### config.mk
export PLATFORM = sky130hd
export DESIGN_NAME = debounce_edge_detect_flat
export DESIGN_NICKNAME = d
export VERILOG_FILES = /design/src/rtl/debounce_edge_detect_if.sv /design/src/rtl/debounce_edge_detect.sv /design/src/flat_wrapper.sv
export SDC_FILE = /design/constraint.sdc
export NUM_CORES = 1
export LEC_CHECK = 0
export ABC_AREA = 1
export CORE_MARGIN = 5
export CORE_UTILIZATION = 47
export CTS_BUF_LIST = sky130_fd_sc_hd__clkbuf_2
export DETAILED_ROUTE_END_ITERATION = 12
export PLACE_DENSITY = 0.76
export SYNTH_ARGS = -nofsm -noshare
export SYNTH_HDL_FRONTEND = slang
export SYNTH_SLANG_ARGS = --single-unit
### constraint.sdc
create_clock -name CLK -period 1.2 [get_ports CLK]
set_input_delay 0.36 -clock CLK [delete_from_list [all_inputs] [get_ports CLK]]
set_output_delay 0.36 -clock CLK [all_outputs]
set_load 0.03 [all_outputs]
### src/rtl/debounce_edge_detect_if.sv
// Handshake bundle between the upstream synchronizer side and the debouncer.
// The master drives the sampled level and counter clear; the slave returns debounced status.
interface debounce_edge_detect_if #(
  parameter int EVT_W = 8
);
  logic             i_data;
  logic             i_clr;
  logic             o_level;
  logic             o_rise;
  logic             o_fall;
  logic             o_busy;
  logic [EVT_W-1:0] o_press_cnt;

  modport master (
    output i_data,
    output i_clr,
    input  o_level,
    input  o_rise,
    input  o_fall,
    input  o_busy,
    input  o_press_cnt
  );

  modport slave (
    input  i_data,
    input  i_clr,
    output o_level,
    output o_rise,
    output o_fall,
    output o_busy,
    output o_press_cnt
  );
endinterface

### src/rtl/debounce_edge_detect.sv
// Single-bit debouncer: a level change is accepted after STABLE_CNT consecutive opposite
// samples; accepted changes produce one-cycle rise/fall pulses and rises are counted.
module debounce_edge_detect #(
  parameter int STABLE_CNT = 20,
  parameter int EVT_W      = 8
) (
  input  logic                        CLK,
  input  logic                        RST,
  debounce_edge_detect_if.slave       bus
);

  localparam int CW         = $clog2(STABLE_CNT + 1);
  localparam bit ACCEPT_NOW = (STABLE_CNT == 1);

  typedef enum logic [1:0] {
    LOW       = 2'd0,
    WAIT_HIGH = 2'd1,
    HIGH      = 2'd2,
    WAIT_LOW  = 2'd3
  } state_e;

  state_e           state_q;
  logic [CW-1:0]    cnt_q;
  logic             level_q;
  logic             rise_q;
  logic             fall_q;
  logic             busy_q;
  logic [EVT_W-1:0] press_q;

  logic [31:0]      cnt_inc_d;
  logic             last_sample_d;
  logic [EVT_W-1:0] press_inc_d;
  logic [EVT_W-1:0] press_hold_d;

  // Qualification arithmetic done at full integer width so the compare against STABLE_CNT is exact.
  always_comb begin
    cnt_inc_d     = 32'(cnt_q) + 32'd1;
    last_sample_d = (cnt_inc_d == 32'(STABLE_CNT));
    press_inc_d   = bus.i_clr ? {EVT_W{1'b0}} : (press_q + EVT_W'(32'd1));
    press_hold_d  = bus.i_clr ? {EVT_W{1'b0}} : press_q;
  end

  // FSM, stability counter, registered outputs and press counter.
  always_ff @(posedge CLK) begin
    if (RST) begin
      state_q <= LOW;
      cnt_q   <= {CW{1'b0}};
      level_q <= 1'b0;
      rise_q  <= 1'b0;
      fall_q  <= 1'b0;
      busy_q  <= 1'b0;
      press_q <= {EVT_W{1'b0}};
    end else begin
      rise_q  <= 1'b0;
      fall_q  <= 1'b0;
      press_q <= press_hold_d;
      case (state_q)
        LOW: begin
          if (bus.i_data && ACCEPT_NOW) begin
            state_q <= HIGH;
            cnt_q   <= {CW{1'b0}};
            level_q <= 1'b1;
            rise_q  <= 1'b1;
            busy_q  <= 1'b0;
            press_q <= press_inc_d;
          end else if (bus.i_data) begin
            state_q <= WAIT_HIGH;
            cnt_q   <= CW'(32'd1);
            level_q <= 1'b0;
            busy_q  <= 1'b1;
          end else begin
            state_q <= LOW;
            cnt_q   <= {CW{1'b0}};
            level_q <= 1'b0;
            busy_q  <= 1'b0;
          end
        end
        WAIT_HIGH: begin
          if (!bus.i_data) begin
            // Glitch: fall back without touching the level or pulses.
            state_q <= LOW;
            cnt_q   <= {CW{1'b0}};
            level_q <= 1'b0;
            busy_q  <= 1'b0;
          end else if (last_sample_d) begin
            state_q <= HIGH;
            cnt_q   <= {CW{1'b0}};
            level_q <= 1'b1;
            rise_q  <= 1'b1;
            busy_q  <= 1'b0;
            press_q <= press_inc_d;
          end else begin
            state_q <= WAIT_HIGH;
            cnt_q   <= CW'(cnt_inc_d);
            level_q <= 1'b0;
            busy_q  <= 1'b1;
          end
        end
        HIGH: begin
          if (!bus.i_data && ACCEPT_NOW) begin
            state_q <= LOW;
            cnt_q   <= {CW{1'b0}};
            level_q <= 1'b0;
            fall_q  <= 1'b1;
            busy_q  <= 1'b0;
          end else if (!bus.i_data) begin
            state_q <= WAIT_LOW;
            cnt_q   <= CW'(32'd1);
            level_q <= 1'b1;
            busy_q  <= 1'b1;
          end else begin
            state_q <= HIGH;
            cnt_q   <= {CW{1'b0}};
            level_q <= 1'b1;
            busy_q  <= 1'b0;
          end
        end
        WAIT_LOW: begin
          if (bus.i_data) begin
            state_q <= HIGH;
            cnt_q   <= {CW{1'b0}};
            level_q <= 1'b1;
            busy_q  <= 1'b0;
          end else if (last_sample_d) begin
            state_q <= LOW;
            cnt_q   <= {CW{1'b0}};
            level_q <= 1'b0;
            fall_q  <= 1'b1;
            busy_q  <= 1'b0;
          end else begin
            state_q <= WAIT_LOW;
            cnt_q   <= CW'(cnt_inc_d);
            level_q <= 1'b1;
            busy_q  <= 1'b1;
          end
        end
        default: begin
          state_q <= LOW;
          cnt_q   <= {CW{1'b0}};
          level_q <= 1'b0;
          busy_q  <= 1'b0;
        end
      endcase
    end
  end

  assign bus.o_level     = level_q;
  assign bus.o_rise      = rise_q;
  assign bus.o_fall      = fall_q;
  assign bus.o_busy      = busy_q;
  assign bus.o_press_cnt = press_q;

endmodule
### src/flat_wrapper.sv
// flat-port wrapper written by rule: the top's interface ports become plain ports
module debounce_edge_detect_flat 
#(
  parameter int STABLE_CNT = 20,
  parameter int EVT_W      = 8
)
  (CLK, RST, bus_i_data, bus_i_clr, bus_o_level, bus_o_rise, bus_o_fall, bus_o_busy, bus_o_press_cnt);
  debounce_edge_detect_if #(.EVT_W(EVT_W)) bus_i ();
  input  logic CLK;
  input  logic RST;
  input wire logic [$bits(bus_i.i_data)-1:0] bus_i_data;
  input wire logic [$bits(bus_i.i_clr)-1:0] bus_i_clr;
  output wire logic [$bits(bus_i.o_level)-1:0] bus_o_level;
  output wire logic [$bits(bus_i.o_rise)-1:0] bus_o_rise;
  output wire logic [$bits(bus_i.o_fall)-1:0] bus_o_fall;
  output wire logic [$bits(bus_i.o_busy)-1:0] bus_o_busy;
  output wire logic [$bits(bus_i.o_press_cnt)-1:0] bus_o_press_cnt;
  assign bus_i.i_data = bus_i_data;
  assign bus_i.i_clr = bus_i_clr;
  assign bus_o_level = bus_i.o_level;
  assign bus_o_rise = bus_i.o_rise;
  assign bus_o_fall = bus_i.o_fall;
  assign bus_o_busy = bus_i.o_busy;
  assign bus_o_press_cnt = bus_i.o_press_cnt;
  debounce_edge_detect #(.STABLE_CNT(STABLE_CNT), .EVT_W(EVT_W)) u_core (.CLK(CLK), .RST(RST), .bus(bus_i));
endmodule
==> run_results.csv <==
group,metric,value,unit
floorplan,boundaryPins,16,
synthesis,yosys.cell_types.count,25,
critical_path,arrival,900,ps
sta,drv_slew,0,
synthesis,yosys.area.top_type,"dfxtp_1",
cts,cts_root_buf,"clkbuf_2",
synthesis,yosysTopAreaCellShare,41.46,%
global_route,grt_overflow_total,0,
cts,cts.path.max_buffers,2,
final_layout,syn2layout_area_growth,64.94,%
detailed_routing,drtAntennaViolNets,0,
synthesis,synth_enable_flop_cells,0,
floorplan,die_h,51.79,um
run_status,violations,"setup timing",
detailed_routing,drtIter0Drc,15,
cts,htree_levels,1,
critical_path,cp_cell_sequence,"buf_6 > buf_6",
detailed_routing,vias,914,
placed_design,port_buffers,15,
sta,period_minus_slack,1255,ps
global_route,antenna_found_initial,0,
critical_path,cpPeakStageDelay,360,ps
critical_path,worstPathRequired,840,ps
final_layout,nets,157,
floorplan,coreArea,1689,sq um
pwr,totalPowerFinal,0.9066,mW
cts,path_clk_slew,150,ps
job,cap_violations,0,
final_layout,drive_gt1_share,52.00,%
floorplan,die-area,2682,sq um
sta,maxSlewHeadroom,84.13,%
synthesis,synth.most_common_cell,"nand2_1",
hold_path,holdCritPathClass,"in -> reg",
detailed_routing,dr.pass1.iters,4,
critical_path,cp-end-kind,"output port",
cts,cts_buffers,3,
detailed_routing,wl_per_cell,13.75,um
sta,max_freq,796.6,MHz
critical_path,worst_path_most_repeated_cell,"buf_6",
cts,cts_tree,"yes",
final_layout,nFillCells,98,
synthesis,synth_ff_type,"dfxtp_1",
critical_path,crit_type,"reg -> out",
detailed_routing,viasPerCell,5.473,
sta,finalHoldViolCount,0,
pwr,ir_drop,677.2,uV
sta,setup_slack,-55.41,ps
synthesis,synth_area,820.8,sq um
synthesis,ys_async_sr_fraction,0,%
detailed_routing,drt_wl_total,2.296,mm
synthesis,syn_area_per_cell,7.530,sq um
sta,rsz0062_at_grt,"true",
floorplan,fp.dieW,51.79,um
final_layout,diodes,0,
critical_path,slowest_stage,"dfxtp_2",
sta,setup_viol,3,
synthesis,synth_area_leaders,"dfxtp_1 (41%), nand2_1 (11%), nand3_1 (7.9%)",
synthesis,ys_ff_latch,17,
global_route,grt_max_degree,10,
placed_design,place_congestion,0.8610,
global_route,grt_pass1_vias,841,
cts,clock_sinks,17,
floorplan,start_util,48.59,%
global_route,grt_usage,18.06,%
placed_design,hpwl,1.389,mm
synthesis,yosysSeqAreaShare,41.46,%
sta,period_share,104.6,%
critical_path,cp_max_fo,2,
pwr,power_leakage,0.5279,nW
synthesis,syn_nets,115,
global_route,grt_pass1_wl,3.553,mm
sta,skew,2.863,ps
critical_path,cp-start-kind,"flop",
run_status,status,"complete, but fails checks",
floorplan,rows,15,
sta,holdWs,537.7,ps
synthesis,synthCells,109,
sta,setup_tns,-70.78,ps
detailed_routing,drc_errors,0,
cts,clk_latency,290,ps
pwr,p_per_area,669.7,nW/um^2
synthesis,yosys_warnings,0,
sta,worst_pin_slew,237.7,ps
synthesis,yosys-top-cells-count,"nand2_1 (23), dfxtp_1 (17), nand3_1 (13)",
## sequential cells by signal, indices dropped and copies added, names as in the netlist
name and flops:
u_core.bus.o_press_cnt 8, u_core.cnt_q 5, u_core.bus.o_busy 1, u_core.bus.o_fall 1, u_core.bus.o_rise 1, u_core.state_q 1
## timing repair
item,CTS,global route
setup endpoints to repair,18,25
cloned,1,0
resized for setup,26,25
hold buffers,0,0
pin swaps,4,11
hold endpoints to repair,0,0
buffers inserted,6,6
## layout make-up
type,instances,area [sq um],area share (%)
Timing Repair Buffer,37,340.3,25.14
Inverter,13,51.30,3.789
Clock buffer,4,20.02,1.479
Tap cell,17,21.27,1.571
Multi-Input combinational cell,79,544.3,40.20
Sequential cell,17,376.6,27.82
## cell families (layout without fill, tap and decap cells)
family                     after synthesis  in the layout  share of synthesized area (%)
xor gates and xnor gates                 3              3                          3.202
buffers and inverters                   14             54                          7.317
AOI/OAI and AO/OA                       13             13                          9.908
adders and majority gates                2              2                          3.048
DFF                                     17             17                          41.46
and+or+nand+nor                         60             61                          35.06
## final timing paths
check                                 start  cells after the start                         to  slack (ps)
setup / recovery          u_core.bus.o_busy                      2                 bus_o_busy         -60
hold / removal                   bus_i_data                      3          u_core.bus.o_fall         540
setup reg to reg            u_core.cnt_q[0]                      7          u_core.state_q[1]         -10
hold reg to reg   u_core.bus.o_press_cnt[0]                      2  u_core.bus.o_press_cnt[0]         550
## critical path, delay by kind of cell, from the launching register on
kind                   cells  cell delay, ps
flip-flops                 1             360
buffers and inverters      2             240
## report_power, final
part	internal, mW	switching (mW)
Combinational	0.0430	0.0472
Clock	0.0883	0.170
Sequential	0.553	0.00442
## layer usage
layer,track usage [%],wire length [um],vias up
li1,-,-,448
met2,30.93,1194,36
met5,0,0,-
met1,20.56,897,421
met4,10.04,87,0
met3,4.011,117,9
## stage by stage
step           instances  setup slack (ps)  cell area, sq um  utilization, %
4_1_cts              161            -46.94              1211           71.70
2_1_floorplan        109             8.012             849.6               -
6_report             167            -55.41              1354           80.15
3_5_place_dp         150            -472.2              1055           62.44
5_1_grt              167            -118.5              1354           80.15
3_3_place_gp         150            -395.8              1055           62.44
## cells in the final DEF, fill, tap and decap left out, types with 2 or more instances in the layout
master,synthesis,layout
nand2_1,23,19
inv_1,8,8
nand4_1,4,4
buf_6,1,15
clkbuf_2,0,4
a21oi_1,4,4
nor2_4,1,4
nor2_2,4,2
clkdlybuf4s50_1,0,2
xor2_1,2,2
dfxtp_2,0,8
nand3_1,13,10
buf_4,0,19
clkinv_1,3,3
nand3_2,1,2
dfxtp_1,17,2
dfxtp_4,0,7
or2_2,2,2
a22oi_2,0,3
nor2_1,9,8
ha_4,0,2
nand3_4,0,3
o21bai_1,2,2
nand2_2,0,3
Power figures use the tool's default switching activity.
